[src/rtl/song_sequencer_pkg.sv]
// Shared types and helpers for the song sequencer: FSM states, ROM entry layout, key encoders.
package music_pkg;
  localparam int PITCH_W  = 4;
  localparam int DUR_W    = 4;
  localparam int NUM_KEYS = 8;

  localparam logic [PITCH_W-1:0] PITCH_REST = '0;
  localparam logic [DUR_W-1:0]   DUR_END    = '0;

  typedef enum logic [1:0] {IDLE, LOAD, PLAY, GAP} state_t;

  typedef struct packed {
    logic [DUR_W-1:0]   dur;
    logic [PITCH_W-1:0] pitch;
  } note_t;

  localparam logic [NUM_KEYS-1:0] KEY_ONE = NUM_KEYS'(1);

  // Pitches beyond the keyboard (9..15) play as rests.
  function automatic logic [NUM_KEYS-1:0] pitch_onehot(input logic [PITCH_W-1:0] p);
    logic [NUM_KEYS-1:0] k;
    k = '0;
    if (p != PITCH_REST && p <= PITCH_W'(NUM_KEYS)) k = KEY_ONE << (p - PITCH_W'(1));
    return k;
  endfunction

  function automatic logic [NUM_KEYS-1:0] lowest_bit(input logic [NUM_KEYS-1:0] m);
    return m & (~m + KEY_ONE);
  endfunction
endpackage

[src/rtl/song_sequencer_if.sv]
// Key bus between the player controls, the sequencer and the tone generator.
interface song_sequencer_if #(parameter int IDX_W = 6);
  import music_pkg::*;
  logic                start;
  logic                stop;
  logic [NUM_KEYS-1:0] manual_key;
  logic [NUM_KEYS-1:0] key;
  logic                busy;
  logic [IDX_W-1:0]    note_idx;

  modport master (output start, stop, manual_key, input key, busy, note_idx);
  modport slave  (input start, stop, manual_key, output key, busy, note_idx);
endinterface

[src/rtl/song_sequencer_rom.sv]
// Fixed song table, {dur,pitch} per entry; anything not listed is the end marker.
module song_rom
  import music_pkg::*;
(
  input  logic [7:0] addr,
  output note_t      entry
);
  always_comb begin
    entry = '{dur: DUR_END, pitch: PITCH_REST};
    case (addr)
      8'd0, 8'd1:   entry = '{dur: 4'd1, pitch: 4'd1};
      8'd2, 8'd3:   entry = '{dur: 4'd1, pitch: 4'd5};
      8'd4, 8'd5:   entry = '{dur: 4'd1, pitch: 4'd6};
      8'd6:         entry = '{dur: 4'd2, pitch: 4'd5};
      8'd7, 8'd8:   entry = '{dur: 4'd1, pitch: 4'd4};
      8'd9, 8'd10:  entry = '{dur: 4'd1, pitch: 4'd3};
      8'd11, 8'd12: entry = '{dur: 4'd1, pitch: 4'd2};
      8'd13:        entry = '{dur: 4'd1, pitch: PITCH_REST};
      8'd14:        entry = '{dur: 4'd2, pitch: 4'd1};
      default:      entry = '{dur: DUR_END, pitch: PITCH_REST};
    endcase
  end
endmodule

[src/rtl/song_sequencer.sv]
// Auto-play front end for the tone generator: manual one-hot passthrough or timed ROM playback.
// Define SONG_LOOP_EN to replay the song continuously until stop.
module song_sequencer
  import music_pkg::*;
#(
  parameter int BEAT_DIV = 12_500_000,
  parameter int GAP_CYC  = 500_000,
  parameter int SONG_LEN = 32
) (
  input  logic              clk,
  input  logic              clr,
  song_sequencer_if.slave   bus
);
  localparam int IDX_W = $clog2(SONG_LEN + 1);
  localparam int BW    = (BEAT_DIV > 1) ? $clog2(BEAT_DIV) : 1;
  localparam int GW    = (GAP_CYC > 1) ? $clog2(GAP_CYC) : 1;

  state_t              state_q, state_n;
  logic [NUM_KEYS-1:0] key_q, key_n;
  logic [IDX_W-1:0]    idx_q, idx_n;
  logic [DUR_W-1:0]    dur_q, dur_n, durc_q, durc_n;
  logic [BW-1:0]       beat_q, beat_n;
  logic [GW-1:0]       gap_q, gap_n;
  logic                busy_q;
  note_t               rom_entry;

  song_rom u_rom (.addr(8'(idx_q)), .entry(rom_entry));

  always_comb begin
    state_n = state_q;
    key_n   = key_q;
    idx_n   = idx_q;
    dur_n   = dur_q;
    durc_n  = durc_q;
    beat_n  = beat_q;
    gap_n   = gap_q;
    case (state_q)
      IDLE: begin
        key_n = lowest_bit(bus.manual_key);
        if (bus.start && !bus.stop) begin
          state_n = LOAD;
          idx_n   = '0;
          key_n   = '0;
        end
      end
      LOAD: begin
        key_n = '0;
        if (idx_q == IDX_W'(SONG_LEN) || rom_entry.dur == DUR_END) begin
          idx_n = '0;
`ifdef SONG_LOOP_EN
          // An empty song would spin in LOAD forever, so drop back to idle instead.
          state_n = (idx_q == '0) ? IDLE : LOAD;
`else
          state_n = IDLE;
`endif
        end else begin
          state_n = PLAY;
          key_n   = pitch_onehot(rom_entry.pitch);
          dur_n   = rom_entry.dur;
          durc_n  = '0;
          beat_n  = '0;
          gap_n   = '0;
        end
      end
      PLAY: begin
        beat_n = beat_q + BW'(1);
        if (beat_q == BW'(BEAT_DIV - 1)) begin
          beat_n = '0;
          durc_n = durc_q + DUR_W'(1);
          if (durc_q == dur_q - DUR_W'(1)) begin
            key_n  = '0;
            durc_n = '0;
            if (GAP_CYC == 0) begin
              state_n = LOAD;
              idx_n   = idx_q + IDX_W'(1);
            end else begin
              state_n = GAP;
              gap_n   = '0;
            end
          end
        end
      end
      GAP: begin
        gap_n = gap_q + GW'(1);
        if (gap_q == GW'(GAP_CYC - 1)) begin
          gap_n   = '0;
          idx_n   = idx_q + IDX_W'(1);
          state_n = LOAD;
        end
      end
      default: state_n = IDLE;
    endcase
    if (state_q != IDLE && bus.stop) begin
      state_n = IDLE;
      key_n   = '0;
      idx_n   = '0;
    end
  end

  always_ff @(posedge clk) begin
    if (clr) begin
      state_q <= IDLE;
      key_q   <= '0;
      idx_q   <= '0;
      dur_q   <= '0;
      durc_q  <= '0;
      beat_q  <= '0;
      gap_q   <= '0;
      busy_q  <= 1'b0;
    end else begin
      state_q <= state_n;
      key_q   <= key_n;
      idx_q   <= idx_n;
      dur_q   <= dur_n;
      durc_q  <= durc_n;
      beat_q  <= beat_n;
      gap_q   <= gap_n;
      busy_q  <= (state_n != IDLE);
    end
  end

  assign bus.key      = key_q;
  assign bus.busy     = busy_q;
  assign bus.note_idx = idx_q;
endmodule
[src/flat_wrapper.sv]
// flat-port wrapper written by rule: the top's interface ports become plain ports
module song_sequencer_flat import music_pkg::*;
#(
  parameter int BEAT_DIV = 12_500_000,
  parameter int GAP_CYC  = 500_000,
  parameter int SONG_LEN = 32
)
  (clk, clr, bus_start, bus_stop, bus_manual_key, bus_key, bus_busy, bus_note_idx);
  song_sequencer_if bus_i ();
  input  logic clk;
  input  logic clr;
  input wire logic [$bits(bus_i.start)-1:0] bus_start;
  input wire logic [$bits(bus_i.stop)-1:0] bus_stop;
  input wire logic [$bits(bus_i.manual_key)-1:0] bus_manual_key;
  output wire logic [$bits(bus_i.key)-1:0] bus_key;
  output wire logic [$bits(bus_i.busy)-1:0] bus_busy;
  output wire logic [$bits(bus_i.note_idx)-1:0] bus_note_idx;
  assign bus_i.start = bus_start;
  assign bus_i.stop = bus_stop;
  assign bus_i.manual_key = bus_manual_key;
  assign bus_key = bus_i.key;
  assign bus_busy = bus_i.busy;
  assign bus_note_idx = bus_i.note_idx;
  song_sequencer #(.BEAT_DIV(BEAT_DIV), .GAP_CYC(GAP_CYC), .SONG_LEN(SONG_LEN)) u_core (.clk(clk), .clr(clr), .bus(bus_i));
endmodule
[config.mk]
export PLATFORM = sky130hd
export DESIGN_NAME = song_sequencer_flat
export DESIGN_NICKNAME = d
export VERILOG_FILES = /design/src/rtl/song_sequencer_pkg.sv /design/src/rtl/song_sequencer_if.sv /design/src/rtl/song_sequencer_rom.sv /design/src/rtl/song_sequencer.sv /design/src/flat_wrapper.sv
export SDC_FILE = /design/constraint.sdc
export NUM_CORES = 1
export LEC_CHECK = 0
export CAP_MARGIN = 20
export CORE_ASPECT_RATIO = 1.4
export CORE_MARGIN = 2
export CORE_UTILIZATION = 53
export CTS_CLUSTER_DIAMETER = 150
export DETAILED_ROUTE_END_ITERATION = 8
export GPL_ROUTABILITY_DRIVEN = 0
export PLACE_DENSITY = 0.74
export SLEW_MARGIN = 25
export SYNTH_ARGS = -nofsm -noshare
export SYNTH_HDL_FRONTEND = slang
export SYNTH_SLANG_ARGS = --single-unit
[constraint.sdc]
create_clock -name clk -period 2.8 [get_ports clk]
set_input_delay 0.56 -clock clk [delete_from_list [all_inputs] [get_ports clk]]
set_output_delay 0.56 -clock clk [all_outputs]
set_load 0.02 [all_outputs]
==> qor.csv <==
metric;value;unit
status;completed;
setup_violations;0;
postRouteAntennaNets;0;
grt_antenna_before_repair;0;
final_hold_viol_count;0;
critical_path_class;reg -> reg;
avgSynthCellArea;8.419;um2
final_layout_size_suffix_gt1_share;9.684;%
cts.sinks;71;
arrival;2.94;ns
synth_fp_nets;459;
slew_headroom;66.31;%
rsz0062_at_grt;no;
top_layer_used;met4;
timing.max_cap.violations;0;
multi_input_area;2061;um2
ff_latch_area;1421;um2
num_vias;3118;
final_cell_count_no_fill;567;
grt_max_degree;25;
drc_errors;0;
io_buffers;26;
synth_cell_type_count;57;
clk_latency;0.35;ns
rows;35;
wl_per_cell;13.35;um
placeableCoreArea;6613;um2
async_flop_share;0;%
antennaDiodeCount;0;
tritoncts;done;
hpwlAfterDp;5552;um
wl_met1;3214;um
clk_path_buf_depth;2;
nFillCells;580;
hold_path.class;reg -> reg;
synth_area;3628;um2
total_power;0.002848;W
grt_util_all_layers;21.22;%
grt_pass1_wl;12480;um
synth_flop_cell;dfxtp_1;
grt_overflow;0;
totalNegativeSetupSlack;0;ns
yosysTopAreaCell;dfxtp_1;
leakage;1.630;nW
ioPinCount;27;
cp_max_fo;9;
cts_root_buffer;clkbuf_8;
tightest_slew;0.5031;ns
die_x;73.93;um
synth_seq_cells;71;
peakVddDrop;0.4956;mV
viasPerCell;5.499;
fin_crit_sh;96.52;%
dieArea;7533;um2
path_clk_slew;0.07;ns
area_delta_synth_final;18.55;%
die_y;101.9;um
grt_pass1_vias;2890;
synth_edf_count;0;
netlist_instances;431;
nNetsFinal;498;
final.min_clock_period;2.703;ns
p_per_area;662.1;nW/um2
cts_buffers;9;
cp.required;3.04;ns
htreeDepth;3;
synth_top_area_share;39.17;%
first_pass_iters;4;
wl;7571;um
met3_wirelength;189;um
drv_slew;0;
synth-seq-area-share;39.17;%
met2_length;4023;um
cp-start-kind;register;
placed_cells;550;
fin_skew;0.007570;ns
clock.fmax;370.0;MHz
drtIter0Drc;130;
initial_core_util;54.87;%
synthTopCellsByArea;dfxtp_1, xor2_1, nor2_1, ha_1, nand3_1;
synth_warnings;0;
endpoint_kind;register;
-- through the flow --
stage          setup slack (ns)  hold slack [ns]  cell area (um2)  util, %
6_report                0.09744           0.4578             4302    65.05
5_1_grt                 0.01077           0.4738             4302    65.05
4_1_cts                 0.05071           0.4575             4284    64.79
3_5_place_dp            0.01080           0.4474             4055    61.32
3_3_place_gp            0.08756           0.4445             4055    61.32
2_1_floorplan            0.2187           0.4319             3628        -
-- worst max-delay path: stages, from the launching register on --
cell and delay (ns):
dfxtp_1 0.34, or4_1 0.53, or4_4 0.60, o41ai_4 0.40, buf_4 0.22, and2_2 0.18, nand3_1 0.10, xor2_1 0.17
nor2_1 0.06
-- metal layers --
metal | track usage [%] | up-vias
li1 | - | 1595
met1 | 23.82 | 1470
met2 | 37.84 | 42
met3 | 3.846 | 11
met4 | 10.35 | 0
met5 | 0 | -
-- layout make-up --
| class | instances | area share, % |
|---|---|---|
| Timing Repair Buffer | 42 | 9.424 |
| Inverter | 20 | 1.745 |
| Clock inverter | 3 | 1.513 |
| Multi-Input combinational cell | 326 | 47.91 |
| Clock buffer | 13 | 3.694 |
| Sequential cell | 71 | 33.04 |
| Tap cell | 92 | 2.676 |
-- power breakdown --
part           switching (W)  leakage, nW  total, W  internal, W
Combinational       0.000465        0.942  0.000806     0.000341
Sequential         0.0000480        0.574   0.00112      0.00107
Clock               0.000371        0.114  0.000921     0.000550
Total               0.000885         1.63   0.00285      0.00196
-- state kept, by name (all words and copies together), names as in the netlist, named ones only --
name	flops
u_core.durc_q	4
u_core.beat_q	24
u_core.gap_q	19
u_core.bus.busy	1
u_core.state_q	2
u_core.dur_q	2
u_core.bus.note_idx	6
u_core.bus.key	8
-- path summary, 6_finish.rpt --
kind / startpoint / endpoint / slack (ns) / cells past startpoint
setup / recovery: u_core.beat_q[9]$_SDFFE_PP0P_ / u_core.gap_q[7]$_SDFFE_PP0P_ / 0.1 / 8
hold reg to reg: u_core.dur_q[1]$_SDFFE_PP0P_ / u_core.dur_q[1]$_SDFFE_PP0P_ / 0.46 / 2
setup reg to reg: u_core.beat_q[9]$_SDFFE_PP0P_ / u_core.gap_q[7]$_SDFFE_PP0P_ / 0.1 / 8
hold / removal: u_core.dur_q[1]$_SDFFE_PP0P_ / u_core.dur_q[1]$_SDFFE_PP0P_ / 0.46 / 2
-- cell usage in the layout (no fill, tap or decap), types with 3 or more instances in the layout --
cell	netlist	final
or2_2	3	3
xnor2_1	9	9
mux2i_1	3	3
a211oi_1	5	5
nand4_1	11	11
o21ai_0	16	16
clkdlybuf4s50_1	0	26
a32oi_1	5	5
or3_1	15	15
and2_1	4	4
nand2_1	30	30
nand3b_1	3	3
nor2_1	58	58
dfxtp_1	71	71
nor2b_1	4	4
xor2_1	27	27
inv_1	20	20
a311oi_1	3	3
and3_1	14	14
nor3_1	8	8
a21oi_1	23	23
nand3_1	28	28
clkbuf_8	0	11
buf_4	1	14
ha_1	16	16
-- what timing repair did --
item | CTS | global route
setup buffers | 0 | 1
pin swaps | 0 | 1
hold buffers | 0 | 0
resized for setup | 1 | 2
setup endpoints to repair | 2 | 5
gates cloned | 0 | 0
-- cell families after synthesis --
kind of cell / after synthesis / synth area share [%]
AOI/OAI and AO/OA: 74 / 13.72
xor gates and xnor gates: 36 / 8.690
adders and majority gates: 16 / 5.517
buffers and inverters: 34 / 4.448
DFF: 71 / 39.17
muxes: 3 / 0.8276
and+or+nand+nor: 197 / 27.62
-- cells in the mapped netlist, types with 2 or more instances --
master	count
dfxtp_1	71
o211ai_1	2
xor2_1	27
or3_1	15
a211oi_2	2
nor2_1	58
xnor2_1	9
and2_1	4
or2_2	3
buf_2	5
a32oi_1	5
a311oi_1	3
ha_1	16
a31oi_1	2
nand2b_1	2
o21ai_1	2
a21oi_1	23
mux2i_1	3
nand3_1	28
o31ai_1	2
inv_1	20
nand4_1	11
nor4b_1	2
nand3b_1	3
nand2_1	30
nor3_1	8
a211oi_1	5
and3_1	14
a31o_2	2
nor3b_1	2
a21boi_0	2
nor2b_1	4
o21ai_0	16
clkbuf_1	6
nor4_1	2
(Power assumes the default switching activity.)
